## src/rtl/rc4_ksa_engine_if.sv

```systemverilog
// rc4_ksa_engine_if: start/busy/done handshake plus single-port S-memory bus of the RC4 KSA engine
interface rc4_ksa_engine_if #(
  parameter int KEY_BYTES = 3,
  parameter int ADDR_W    = 8
);
  logic                   start;
  logic                   fill_en;
  logic [KEY_BYTES*8-1:0] key;
  logic                   busy;
  logic                   done;
  logic [ADDR_W-1:0]      mem_addr;
  logic [ADDR_W-1:0]      mem_wdata;
  logic                   mem_wren;
  logic [ADDR_W-1:0]      mem_rdata;
  modport master (
    output start, fill_en, key, mem_rdata,
    input  busy, done, mem_addr, mem_wdata, mem_wren
  );
  modport slave (
    input  start, fill_en, key, mem_rdata,
    output busy, done, mem_addr, mem_wdata, mem_wren
  );
endinterface

```

## src/rtl/rc4_ksa_engine.sv

```systemverilog
// rc4_ksa_engine: optional S[i]=i fill followed by the RC4 key schedule over one single-port RAM port
module rc4_ksa_engine #(
  parameter int KEY_BYTES = 3,
  parameter int ADDR_W    = 8
) (
  input  logic              clk,
  input  logic              rst_n,
  rc4_ksa_engine_if.slave   bus
);
  localparam int KW = KEY_BYTES > 1 ? $clog2(KEY_BYTES) : 1;
  typedef enum logic [3:0] {IDLE, FILL, RD_I, LAT_I, RD_J, LAT_J, WR_I, WR_J, DONE} state_t;
  state_t            state, state_d;
  logic [ADDR_W-1:0] i, j, si, sj, i_d, j_d, si_d, sj_d, kb;
  logic [ADDR_W-1:0] addr_d, wdata_d;
  logic              wren_d, busy_d, done_d;
  logic [KW-1:0]     kidx, kidx_d;
  logic [7:0]        kbytes [2**KW];
  genvar g;
  for (g = 0; g < 2**KW; g++) begin : g_kb
    if (g < KEY_BYTES) begin : g_key
      assign kbytes[g] = bus.key[KEY_BYTES*8-1-8*g -: 8];
    end else begin : g_pad
      assign kbytes[g] = 8'h00;
    end
  end
  assign kb = ADDR_W'(kbytes[kidx]);
  always_comb begin
    state_d = state;
    i_d     = i;
    j_d     = j;
    kidx_d  = kidx;
    si_d    = si;
    sj_d    = sj;
    case (state)
      IDLE: if (bus.start) begin
        state_d = bus.fill_en ? FILL : RD_I;
        i_d     = '0;
        j_d     = '0;
        kidx_d  = '0;
      end
      FILL: begin
        i_d     = i + ADDR_W'(1);
        state_d = &i ? RD_I : FILL;
      end
      RD_I:  state_d = LAT_I;
      LAT_I: begin
        si_d    = bus.mem_rdata;
        j_d     = j + bus.mem_rdata + kb;
        state_d = RD_J;
      end
      RD_J:  state_d = LAT_J;
      LAT_J: begin
        sj_d    = bus.mem_rdata;
        state_d = WR_I;
      end
      WR_I:  state_d = WR_J;
      WR_J: if (&i) state_d = DONE;
      else begin
        i_d     = i + ADDR_W'(1);
        kidx_d  = kidx == KW'(KEY_BYTES-1) ? '0 : kidx + KW'(1);
        state_d = RD_I;
      end
      default: state_d = IDLE;
    endcase
    // outputs are registered for the state being entered, so the RAM sees them during that state
    addr_d  = (state_d == RD_J || state_d == WR_J) ? j_d : i_d;
    wdata_d = state_d == FILL ? i_d : state_d == WR_I ? sj_d : si_d;
    wren_d  = state_d == FILL || state_d == WR_I || state_d == WR_J;
    busy_d  = state_d != IDLE && state_d != DONE;
    done_d  = state_d == DONE;
  end
  always_ff @(posedge clk or negedge rst_n)
    if (!rst_n) begin
      state         <= IDLE;
      i             <= '0;
      j             <= '0;
      kidx          <= '0;
      si            <= '0;
      sj            <= '0;
      bus.mem_addr  <= '0;
      bus.mem_wdata <= '0;
      bus.mem_wren  <= 1'b0;
      bus.busy      <= 1'b0;
      bus.done      <= 1'b0;
    end else begin
      state         <= state_d;
      i             <= i_d;
      j             <= j_d;
      kidx          <= kidx_d;
      si            <= si_d;
      sj            <= sj_d;
      bus.mem_addr  <= addr_d;
      bus.mem_wdata <= wdata_d;
      bus.mem_wren  <= wren_d;
      bus.busy      <= busy_d;
      bus.done      <= done_d;
    end
endmodule

```

## src/flat_wrapper.sv

```systemverilog
// flat-port wrapper written by rule: the top's interface ports become plain ports
module rc4_ksa_engine_flat 
#(
  parameter int KEY_BYTES = 3,
  parameter int ADDR_W    = 8
)
  (clk, rst_n, bus_start, bus_fill_en, bus_key, bus_mem_rdata, bus_busy, bus_done, bus_mem_addr, bus_mem_wdata, bus_mem_wren);
  rc4_ksa_engine_if #(.KEY_BYTES(KEY_BYTES), .ADDR_W(ADDR_W)) bus_i ();
  input  logic clk;
  input  logic rst_n;
  input wire logic [$bits(bus_i.start)-1:0] bus_start;
  input wire logic [$bits(bus_i.fill_en)-1:0] bus_fill_en;
  input wire logic [$bits(bus_i.key)-1:0] bus_key;
  input wire logic [$bits(bus_i.mem_rdata)-1:0] bus_mem_rdata;
  output wire logic [$bits(bus_i.busy)-1:0] bus_busy;
  output wire logic [$bits(bus_i.done)-1:0] bus_done;
  output wire logic [$bits(bus_i.mem_addr)-1:0] bus_mem_addr;
  output wire logic [$bits(bus_i.mem_wdata)-1:0] bus_mem_wdata;
  output wire logic [$bits(bus_i.mem_wren)-1:0] bus_mem_wren;
  assign bus_i.start = bus_start;
  assign bus_i.fill_en = bus_fill_en;
  assign bus_i.key = bus_key;
  assign bus_i.mem_rdata = bus_mem_rdata;
  assign bus_busy = bus_i.busy;
  assign bus_done = bus_i.done;
  assign bus_mem_addr = bus_i.mem_addr;
  assign bus_mem_wdata = bus_i.mem_wdata;
  assign bus_mem_wren = bus_i.mem_wren;
  rc4_ksa_engine #(.KEY_BYTES(KEY_BYTES), .ADDR_W(ADDR_W)) u_core (.clk(clk), .rst_n(rst_n), .bus(bus_i));
endmodule
```

## config.mk

```make
export PLATFORM = sky130hd
export DESIGN_NAME = rc4_ksa_engine_flat
export DESIGN_NICKNAME = d
export VERILOG_FILES = /design/src/rtl/rc4_ksa_engine_if.sv /design/src/rtl/rc4_ksa_engine.sv /design/src/flat_wrapper.sv
export SDC_FILE = /design/constraint.sdc
export NUM_CORES = 1
export LEC_CHECK = 0
export CAP_MARGIN = 20
export CORE_MARGIN = 8
export CORE_UTILIZATION = 46
export DETAILED_ROUTE_END_ITERATION = 8
export PLACE_DENSITY_LB_ADDON = 0.1
export SETUP_SLACK_MARGIN = 0.02
export SLEW_MARGIN = 5
export SYNTH_ARGS = -nofsm -noshare
export SYNTH_HDL_FRONTEND = slang
export SYNTH_SLANG_ARGS = --single-unit
```

## constraint.sdc

```tcl
create_clock -name clk -period 7.2 [get_ports clk]
set_clock_uncertainty 0.15 [all_clocks]
set_input_delay 1.44 -clock clk [delete_from_list [all_inputs] [get_ports clk]]
set_output_delay 1.44 -clock clk [all_outputs]
set_load 0.02 [all_outputs]
```

# Word level (Yosys, flattened, before mapping)
# Index checks and enable logic that the tools add are counted.
# word_totals
ff_bits	57
output_inout_bits	19
# classes
add_sub_neg	4
order_cmp	1
eq_ne	16
mux	22
n_bitwise	1
n_reduce_logical	9
# op_table
cell	count
8-bit 2-to-1 mux	10
4-bit one-hot mux with 8 select lines	1
4-bit by 3-bit equality test with 1-bit output (second input constant)	7
8-bit one-hot mux with 3 select lines	1
8-bit adder	2
8-bit binary-select mux with 2-bit select	1
8-bit one-hot mux with 2 select lines	1
2-bit 2-to-1 mux	5
8-bit by 1-bit adder with 8-bit output (second input constant)	1
4-bit by 1-bit equality test with 1-bit output (second input constant)	2
4-bit by 2-bit equality test with 1-bit output (second input constant)	2
4-bit 2-to-1 mux	2
8-bit AND reduction	1
4-bit equality test (second input constant)	1
4-bit zero test	1
2-bit != test (second input constant)	2
4-bit != test (second input constant)	1
2-bit one-hot mux with 2 select lines	1
4-bit nonzero test	1
3-bit greater-or-equal comparator (second input constant)	1
1-bit logical OR	3
2-bit inverter with 3-bit output	1
3-bit AND reduction	1
2-bit by 1-bit adder with 2-bit output (second input constant)	1
other kinds (3)	3

# Depth between registers and ports, before layout
# Gate-level depths: netlist (run 1).
# logic_depth
ltp_word	7
ltp_mapped	13

# Worst setup path after synthesis (run 1)
# OpenSTA, ideal clock, no wires.
# synth_path
path_type	input-to-reg
from	input bus_key[1]
to	register u_core.bus.mem_addr[7]
setup_time_ns	0.082
arrival_ns	3.589
slack_ns	3.379
stages	11
path_cell_list	mux2i_1 o21ai_0 fa_1 ha_1 inv_1 fa_1 nor2b_1 o221ai_1 o2bb2ai_1 or3_1 a31oi_1
# synth_between
elab_chain_len	6
# synth_rtl
element	line_no	text
start, declared	flat_wrapper.sv:13	input wire logic [$bits(bus_i.key)-1:0] bus_key;
8-bit binary-select mux with 2-bit select	rc4_ksa_engine.sv:26	assign kb = ADDR_W'(kbytes[kidx]);
8-bit 2-to-1 mux (not written as such) (2 in a row)	rc4_ksa_engine.sv:26	
8-bit adder	rc4_ksa_engine.sv:48	j_d = j + bus.mem_rdata + kb;
8-bit one-hot mux with 2 select lines	rc4_ksa_engine.sv:34	case (state)
8-bit 2-to-1 mux	rc4_ksa_engine.sv:66	addr_d = (state_d == RD_J || state_d == WR_J) ? j_d : i_d;
net u_core.addr_d[7]	rc4_ksa_engine.sv:14	logic [ADDR_W-1:0] addr_d, wdata_d;
end signal, assigned	rc4_ksa_engine.sv:92	bus.mem_addr <= addr_d;
end, declared	rc4_ksa_engine_if.sv:21	output busy, done, mem_addr, mem_wdata, mem_wren
# The timed path passes the listed nets, and every way through them passes these cells. The select of a mux whose other input is x is not followed.
# A chain may end at the register's enable or synchronous reset.

# Worst setup path in the final report (run 1)
# Ends and elaborated chain as after synthesis.

==> impl_metrics.csv, run 1 <==
group,metric,value,unit
placed_design,placedInstanceArea,3530,sq um
die,core_area,6310,sq um
detailed_routing,wire_length_per_cell_after_detailed_routing,16.8,um
pwr,ir_drop,0.130,mV
status,status,"complete, no violations",
cts,number_of_buffers_on_the_longest_clock_path,2,
setup_path,worst-setup-path-type,"in2reg",
finish,finalInstanceArea,3630,sq um
pwr,static-leakage-power,1.58,nW
cts,cts_clock_pin_slew_for_the_worst_setup_and_hold_paths,0.09,ns
sta,timing.hold.ws,0.331,ns
cts,cts.repair.resized,0,
synth,netlist_area,2980,sq um
finish,mostFrequentLayoutCell,"sky130_fd_sc_hd__clkdlybuf4s50_1",
finish,nets,400,
synth,syn-mean-instance-area,9.80,sq um
sta,post-route-min-period,4.17,ns
die,ioPinCount,55,
die,std_cell_rows,29,
sta,timing_worst_slew_pin_value,1.03,ns
die,die_area,9310,sq um
sta,report.final.slew_viol_count,0,
setup_path,required,7.28,ns
grt,antenna_found_initial,0,
grt,grt_overall_usage,16.8,%
setup_path,end_kind,"flop",
grt,maximum_number_of_pins_on_one_net_before_global_route_repair,50,
finish,n_antenna_cell,0,
placed_design,port_buffers,54,
synth,ys_ff_latch,49,
detailed_routing,vias,2384,
placed_design,dp_worst_setup_slack,2.74,ns
synth,synth_top_flop_cell,"sky130_fd_sc_hd__dfrtp_1",
cts,post_cts.repair.setup_buffers,0,
sta,setup_ws,3.03,ns
sta,maxClockFrequency,0.240,GHz
die,fp.dieH,96.5,um
detailed_routing,first_pass_iters,6,
grt,grt_first_pass_wirelength,12100,um
synth,synth_top_cells_by_area,"sky130_fd_sc_hd__dfrtp_1, sky130_fd_sc_hd__nand2_1, sky130_fd_sc_hd__fa_1",
cts,tritoncts_clock_tree,"done",
sta,finalSetupTns,0,ns
finish,most-common-layout-cells,"sky130_fd_sc_hd__clkdlybuf4s50_1, sky130_fd_sc_hd__dfrtp_1, sky130_fd_sc_hd__nand2_1, sky130_fd_sc_hd__nor2_1, sky130_fd_sc_hd__a21oi_1",
sta,grt_setup_unrepaired,"no",
detailed_routing,antenna_left,0,
grt,overflow,0,
cts,sink_count_of_the_clock_tree,49,
synth,synth_cell_types,63,
setup_path,worstPathArrival,4.25,ns
placed_design,dp.final_hpwl,5550,um
finish,layout-drive-gt1-share,8.00,%
detailed_routing,initialDrtViolationCount,131,
synth,synth.top_cell.area_share,41.2,%
sta,finalSetupViolCount,0,
detailed_routing,routed_via_density,5.58,
sta,finalCritPeriodShare,57.9,%
setup_path,critical_path.startpoint_type,"input port",
finish,area.growth.synth_to_final,22.0,%
grt,grt_pass1_vias,2371,
die,initial_core_util,47.2,%
sta,timing.max_slew.rel_slack,30.9,%
detailed_routing,drc,0,
synth,area_leader_netlist,"sky130_fd_sc_hd__dfrtp_1",
synth,yosys_synthesis_warning_count,0,
run,max_cap_viol_count,0,
worst_hold_path,worst_hold_path_type,"reg2reg",
synth,async_s_r_ff_share_synth,100,%
cts,htree_levels,2,
sta,hold_violations,0,
placed_design,gp_routability_congestion,0.837,
synth,postSynthCellCount,304,
setup_path,crit_path_max_fanout,3,
detailed_routing,wirelength,7170,um
cts,cts_buffers,5,
cts,cell_at_the_root_of_the_clock_tree,"sky130_fd_sc_hd__clkbuf_8",
synth,synth_sequential_area_ratio,41.2,%
cts,worstSkewPairLatency,0.30,ns
cts,cts_hold_buf,0,
synth,synth-edff-count,0,
synth,number_of_nets_produced_by_synthesis,355,
pwr,power.density_cell_area,250,nW/um^2
die,fp.dieW,96.5,um
==> synth_stat cells (4+ instances only) <==
master,count
sky130_fd_sc_hd__a31oi_1,5
sky130_fd_sc_hd__a21o_1,5
sky130_fd_sc_hd__a22o_1,6
sky130_fd_sc_hd__mux2i_1,9
sky130_fd_sc_hd__buf_2,6
sky130_fd_sc_hd__inv_1,11
sky130_fd_sc_hd__dfrtp_1,49
sky130_fd_sc_hd__xnor2_1,8
sky130_fd_sc_hd__nor2_1,13
sky130_fd_sc_hd__fa_1,8
sky130_fd_sc_hd__nand3_1,11
sky130_fd_sc_hd__or3_1,4
sky130_fd_sc_hd__a21oi_1,12
sky130_fd_sc_hd__nor2b_1,4
sky130_fd_sc_hd__ha_1,7
sky130_fd_sc_hd__o211ai_1,5
sky130_fd_sc_hd__nand2b_1,4
sky130_fd_sc_hd__o21ai_1,11
sky130_fd_sc_hd__nand2_1,46
sky130_fd_sc_hd__clkbuf_1,7
sky130_fd_sc_hd__o21ai_0,8
sky130_fd_sc_hd__mux2_2,6
==> worst max-delay path, stage by stage <==
cell	delay [ns]
sky130_fd_sc_hd__clkdlybuf4s50_1	0.39
sky130_fd_sc_hd__mux2i_1	0.12
sky130_fd_sc_hd__o21ai_0	0.16
sky130_fd_sc_hd__fa_1	0.53
sky130_fd_sc_hd__ha_1	0.20
sky130_fd_sc_hd__inv_1	0.06
sky130_fd_sc_hd__fa_1	0.40
sky130_fd_sc_hd__nor2b_1	0.16
sky130_fd_sc_hd__o221ai_1	0.15
sky130_fd_sc_hd__o2bb2ai_1	0.16
sky130_fd_sc_hd__or3_1	0.33
sky130_fd_sc_hd__a31oi_1	0.14
==> registers in the layout, summed over array words and instances (netlist names) <==
register	cells
u_core.bus.done	1
u_core.kidx	2
u_core.i	8
u_core.state	4
u_core.j	8
u_core.bus.mem_addr	8
u_core.bus.mem_wren	1
u_core.bus.busy	1
u_core.si	8
u_core.bus.mem_wdata	8
==> path summary, 6_finish.rpt <==
path / to / slack, ns / cells past startpoint / startpoint
worst min-delay path: u_core.si[3]$_DFF_PN0_ / 0.33 / 2 / u_core.si[3]$_DFF_PN0_
worst max register to register: u_core.bus.mem_addr[7]$_DFF_PN0_ / 3.66 / 12 / u_core.kidx[1]$_DFFE_PN0P_
min in group asynchronous: u_core.bus.mem_wdata[0]$_DFF_PN0_ / 1.07 / 2 / rst_n
max in group asynchronous: u_core.bus.mem_addr[5]$_DFF_PN0_ / 5.41 / 2 / rst_n
worst max-delay path: u_core.bus.mem_addr[7]$_DFF_PN0_ / 3.03 / 12 / bus_key[1]
worst min register to register: u_core.si[3]$_DFF_PN0_ / 0.33 / 2 / u_core.si[3]$_DFF_PN0_
==> stage by stage <==
stage,total power [W],instances,utilization (%)
final,0.000907,427,57.6
after global routing,0.000975,427,57.6
after CTS,0.000917,427,57.6
after detailed placement,0.000738,419,55.9
after global placement,0.000732,419,55.9
after floorplan,0.000603,304,-
==> layer usage <==
metal	global-route usage (%)	vias to the layer above	routed length (um)	share of wire [%]
met5	0	-	0	0
met4	5.67	0	101	1.4
met3	3.94	8	428	6.0
met2	26.4	63	3360	47
met1	22.3	1133	3280	46
li1	-	1180	-	-
==> cell families (layout without fill, tap and decap cells) <==
kind of cell / count (synthesis) / in the layout / synth area share (%)
buf+inv: 29 / 75 / 4.41
xor+xnor: 11 / 11 / 3.23
fa+ha+maj: 15 / 15 / 8.32
compound gates: 83 / 83 / 19.7
flops: 49 / 49 / 41.2
simple gates: 101 / 101 / 17.4
mux: 16 / 16 / 5.80
==> where the power goes <==
part	switching, W	leakage, nW	internal [W]
Sequential	0.0000286	0.579	0.000322
Clock	0.0000906	0.0542	0.0000870
Combinational	0.000188	0.945	0.000191
==> final cells by class <==
cell class                      count  area [sq um]
Clock buffer                        7          96.3
Timing Repair Buffer               55           543
Clock inverter                      1          5.00
Sequential cell                    49          1230
Inverter                           12          45.0
Tap cell                           77          96.3
Fill cell                         590          2680
Multi-Input combinational cell    226          1620
Note: power is estimated with default switching activity, not from simulation.
==> inputs of run 2 (changes only) <==
==> constraint.sdc (replaced) <==
create_clock -name clk -period 4.1 [get_ports clk]
set_clock_uncertainty 0.15 [all_clocks]
set_input_delay 0.82 -clock clk [delete_from_list [all_inputs] [get_ports clk]]
set_output_delay 0.82 -clock clk [all_outputs]
set_load 0.02 [all_outputs]
==> impl_metrics.csv, run 2 (synthesis results as in run 1) <==
group,metric,value,unit
status,status,"complete, no violations",
setup_path,worstPathArrival,3.65,ns
sta,maxClockFrequency,0.279,GHz
grt,maximum_number_of_pins_on_one_net_before_global_route_repair,34,
grt,antenna_found_initial,0,
pwr,p_sw_share,34.4,%
grt,overflow,0,
detailed_routing,wire_length_per_cell_after_detailed_routing,17.1,um
detailed_routing,routed_via_density,5.57,
setup_path,required,4.17,ns
placed_design,dp_worst_setup_slack,0.234,ns
grt,grt_overall_usage,17.2,%
sta,hold_violations,0,
placed_design,port_buffers,54,
cts,post_cts.repair.setup_buffers,0,
detailed_routing,vias,2378,
pwr,netSwitchingPower,0.000543,W
die,fp.dieH,96.5,um
cts,cts.repair.resized,0,
cts,sink_count_of_the_clock_tree,49,
pwr,ir_drop,0.218,mV
cts,cts_clock_pin_slew_for_the_worst_setup_and_hold_paths,0.09,ns
pwr,seq_power_share,39.1,%
worst_hold_path,worst_hold_path_type,"reg2reg",
finish,mostFrequentLayoutCell,"sky130_fd_sc_hd__clkdlybuf4s50_1",
finish,multi_input_area,1620,sq um
detailed_routing,drc,0,
finish,layout-drive-gt1-share,8.00,%
detailed_routing,initialDrtViolationCount,109,
die,core_area,6310,sq um
setup_path,worst-setup-path-type,"in2reg",
die,fp.dieW,96.5,um
sta,setup_ws,0.522,ns
cts,worstSkewPairLatency,0.30,ns
sta,report.final.slew_viol_count,0,
sta,timing.max_slew.rel_slack,51.2,%
sta,finalCritPeriodShare,87.3,%
sta,finalSetupTns,0,ns
cts,number_of_buffers_on_the_longest_clock_path,2,
setup_path,critical_path.startpoint_type,"input port",
cts,tritoncts_clock_tree,"done",
pwr,clkPwrFrac,18.7,%
finish,n_antenna_cell,0,
pwr,power.density_cell_area,434,nW/um^2
setup_path,crit_path_max_fanout,3,
grt,grt_pass1_vias,2376,
cts,cts_buffers,5,
finish,fillers,603,
run,max_cap_viol_count,0,
die,initial_core_util,47.2,%
die,ioPinCount,55,
finish,layout.area.seq,1230,sq um
sta,timing_worst_slew_pin_value,0.733,ns
die,std_cell_rows,29,
detailed_routing,wirelength,7310,um
detailed_routing,first_pass_iters,4,
pwr,pwr-share-comb,42.2,%
detailed_routing,antenna_left,0,
placed_design,gp_routability_congestion,0.815,
die,die_area,9310,sq um
pwr,internal_power,0.00103,W
finish,nets,401,
finish,most-common-layout-cells,"sky130_fd_sc_hd__clkdlybuf4s50_1, sky130_fd_sc_hd__dfrtp_1, sky130_fd_sc_hd__nand2_1, sky130_fd_sc_hd__nor2_1, sky130_fd_sc_hd__a21oi_1",
setup_path,end_kind,"flop",
sta,post-route-min-period,3.58,ns
cts,cell_at_the_root_of_the_clock_tree,"sky130_fd_sc_hd__clkbuf_8",
sta,grt_setup_unrepaired,"no",
grt,grt_first_pass_wirelength,12400,um
placed_design,dp.final_hpwl,5720,um
finish,area.growth.synth_to_final,21.8,%
pwr,overall_power_of_the_completed_layout,0.00158,W
pwr,static-leakage-power,1.57,nW
cts,htree_levels,2,
sta,finalSetupViolCount,0,
cts,cts_hold_buf,0,
## run 2: changes by cell type in the layout (fill, tap and decap cells not counted)
cell	delta
sky130_fd_sc_hd__buf_4	+1
sky130_fd_sc_hd__clkinvlp_4	+1
sky130_fd_sc_hd__clkbuf_8	-1
sky130_fd_sc_hd__clkinv_2	-1
## run 2: power by group through the flow
stage	clock network (W)	logic [W]	registers (W)
floorplan	0	0.000383	0.000675
global placement	0	0.000660	0.000626
detailed placement	0	0.000670	0.000627
CTS	0.000306	0.000673	0.000619
global route	0.000327	0.000739	0.000631
finish	0.000295	0.000666	0.000616
## run 2: final timing paths
check / endpoint / start / depth (start not counted) / slack (ns)
setup / recovery: u_core.bus.mem_addr[7]$_DFF_PN0_ / bus_key[1] / 12 / 0.52
hold / removal: u_core.si[3]$_DFF_PN0_ / u_core.si[3]$_DFF_PN0_ / 2 / 0.33
setup reg to reg: u_core.bus.mem_addr[7]$_DFF_PN0_ / u_core.kidx[1]$_DFFE_PN0P_ / 12 / 0.54
hold reg to reg: u_core.si[3]$_DFF_PN0_ / u_core.si[3]$_DFF_PN0_ / 2 / 0.33
max in group asynchronous: u_core.bus.mem_addr[7]$_DFF_PN0_ / rst_n / 2 / 2.66
min in group asynchronous: u_core.state[0]$_DFF_PN0_ / rst_n / 1 / 0.41
## run 2: final cells by class
cell class	count	share of cell area (%)
Inverter	12	1.24
Tap cell	77	2.65
Clock buffer	6	2.28
Clock inverter	1	0.207
Timing Repair Buffer	56	15.2
Sequential cell	49	33.8
Multi-Input combinational cell	226	44.7
## run 2: per-stage QoR
step	area [sq um]	util [%]	hold WS, ns	instances
after global placement	3540	56.1	0.302	420
after global routing	3630	57.5	0.358	427
after CTS	3630	57.5	0.335	427
after floorplan	2980	-	0.290	304
final	3630	57.5	0.327	427
after detailed placement	3540	56.1	0.309	420
## run 2: routing by layer
| layer | GRT usage [%] | wire, um | vias up |
|---|---|---|---|
| met2 | 26.8 | 3460 | 73 |
| met1 | 22.7 | 3340 | 1115 |
| met4 | 6.81 | 112 | 0 |
| li1 | - | - | 1183 |
| met5 | 0 | 0 | - |
| met3 | 3.86 | 406 | 7 |
## run 2: worst max-delay path, stage by stage
cell and delay, ns:
sky130_fd_sc_hd__clkdlybuf4s50_1 0.40, sky130_fd_sc_hd__mux2i_1 0.12, sky130_fd_sc_hd__o21ai_0 0.16, sky130_fd_sc_hd__fa_1 0.53, sky130_fd_sc_hd__ha_1 0.19, sky130_fd_sc_hd__inv_1 0.06, sky130_fd_sc_hd__fa_1 0.39, sky130_fd_sc_hd__nor2b_1 0.16
sky130_fd_sc_hd__o221ai_1 0.16, sky130_fd_sc_hd__o2bb2ai_1 0.17, sky130_fd_sc_hd__or3_1 0.33, sky130_fd_sc_hd__a31oi_1 0.16
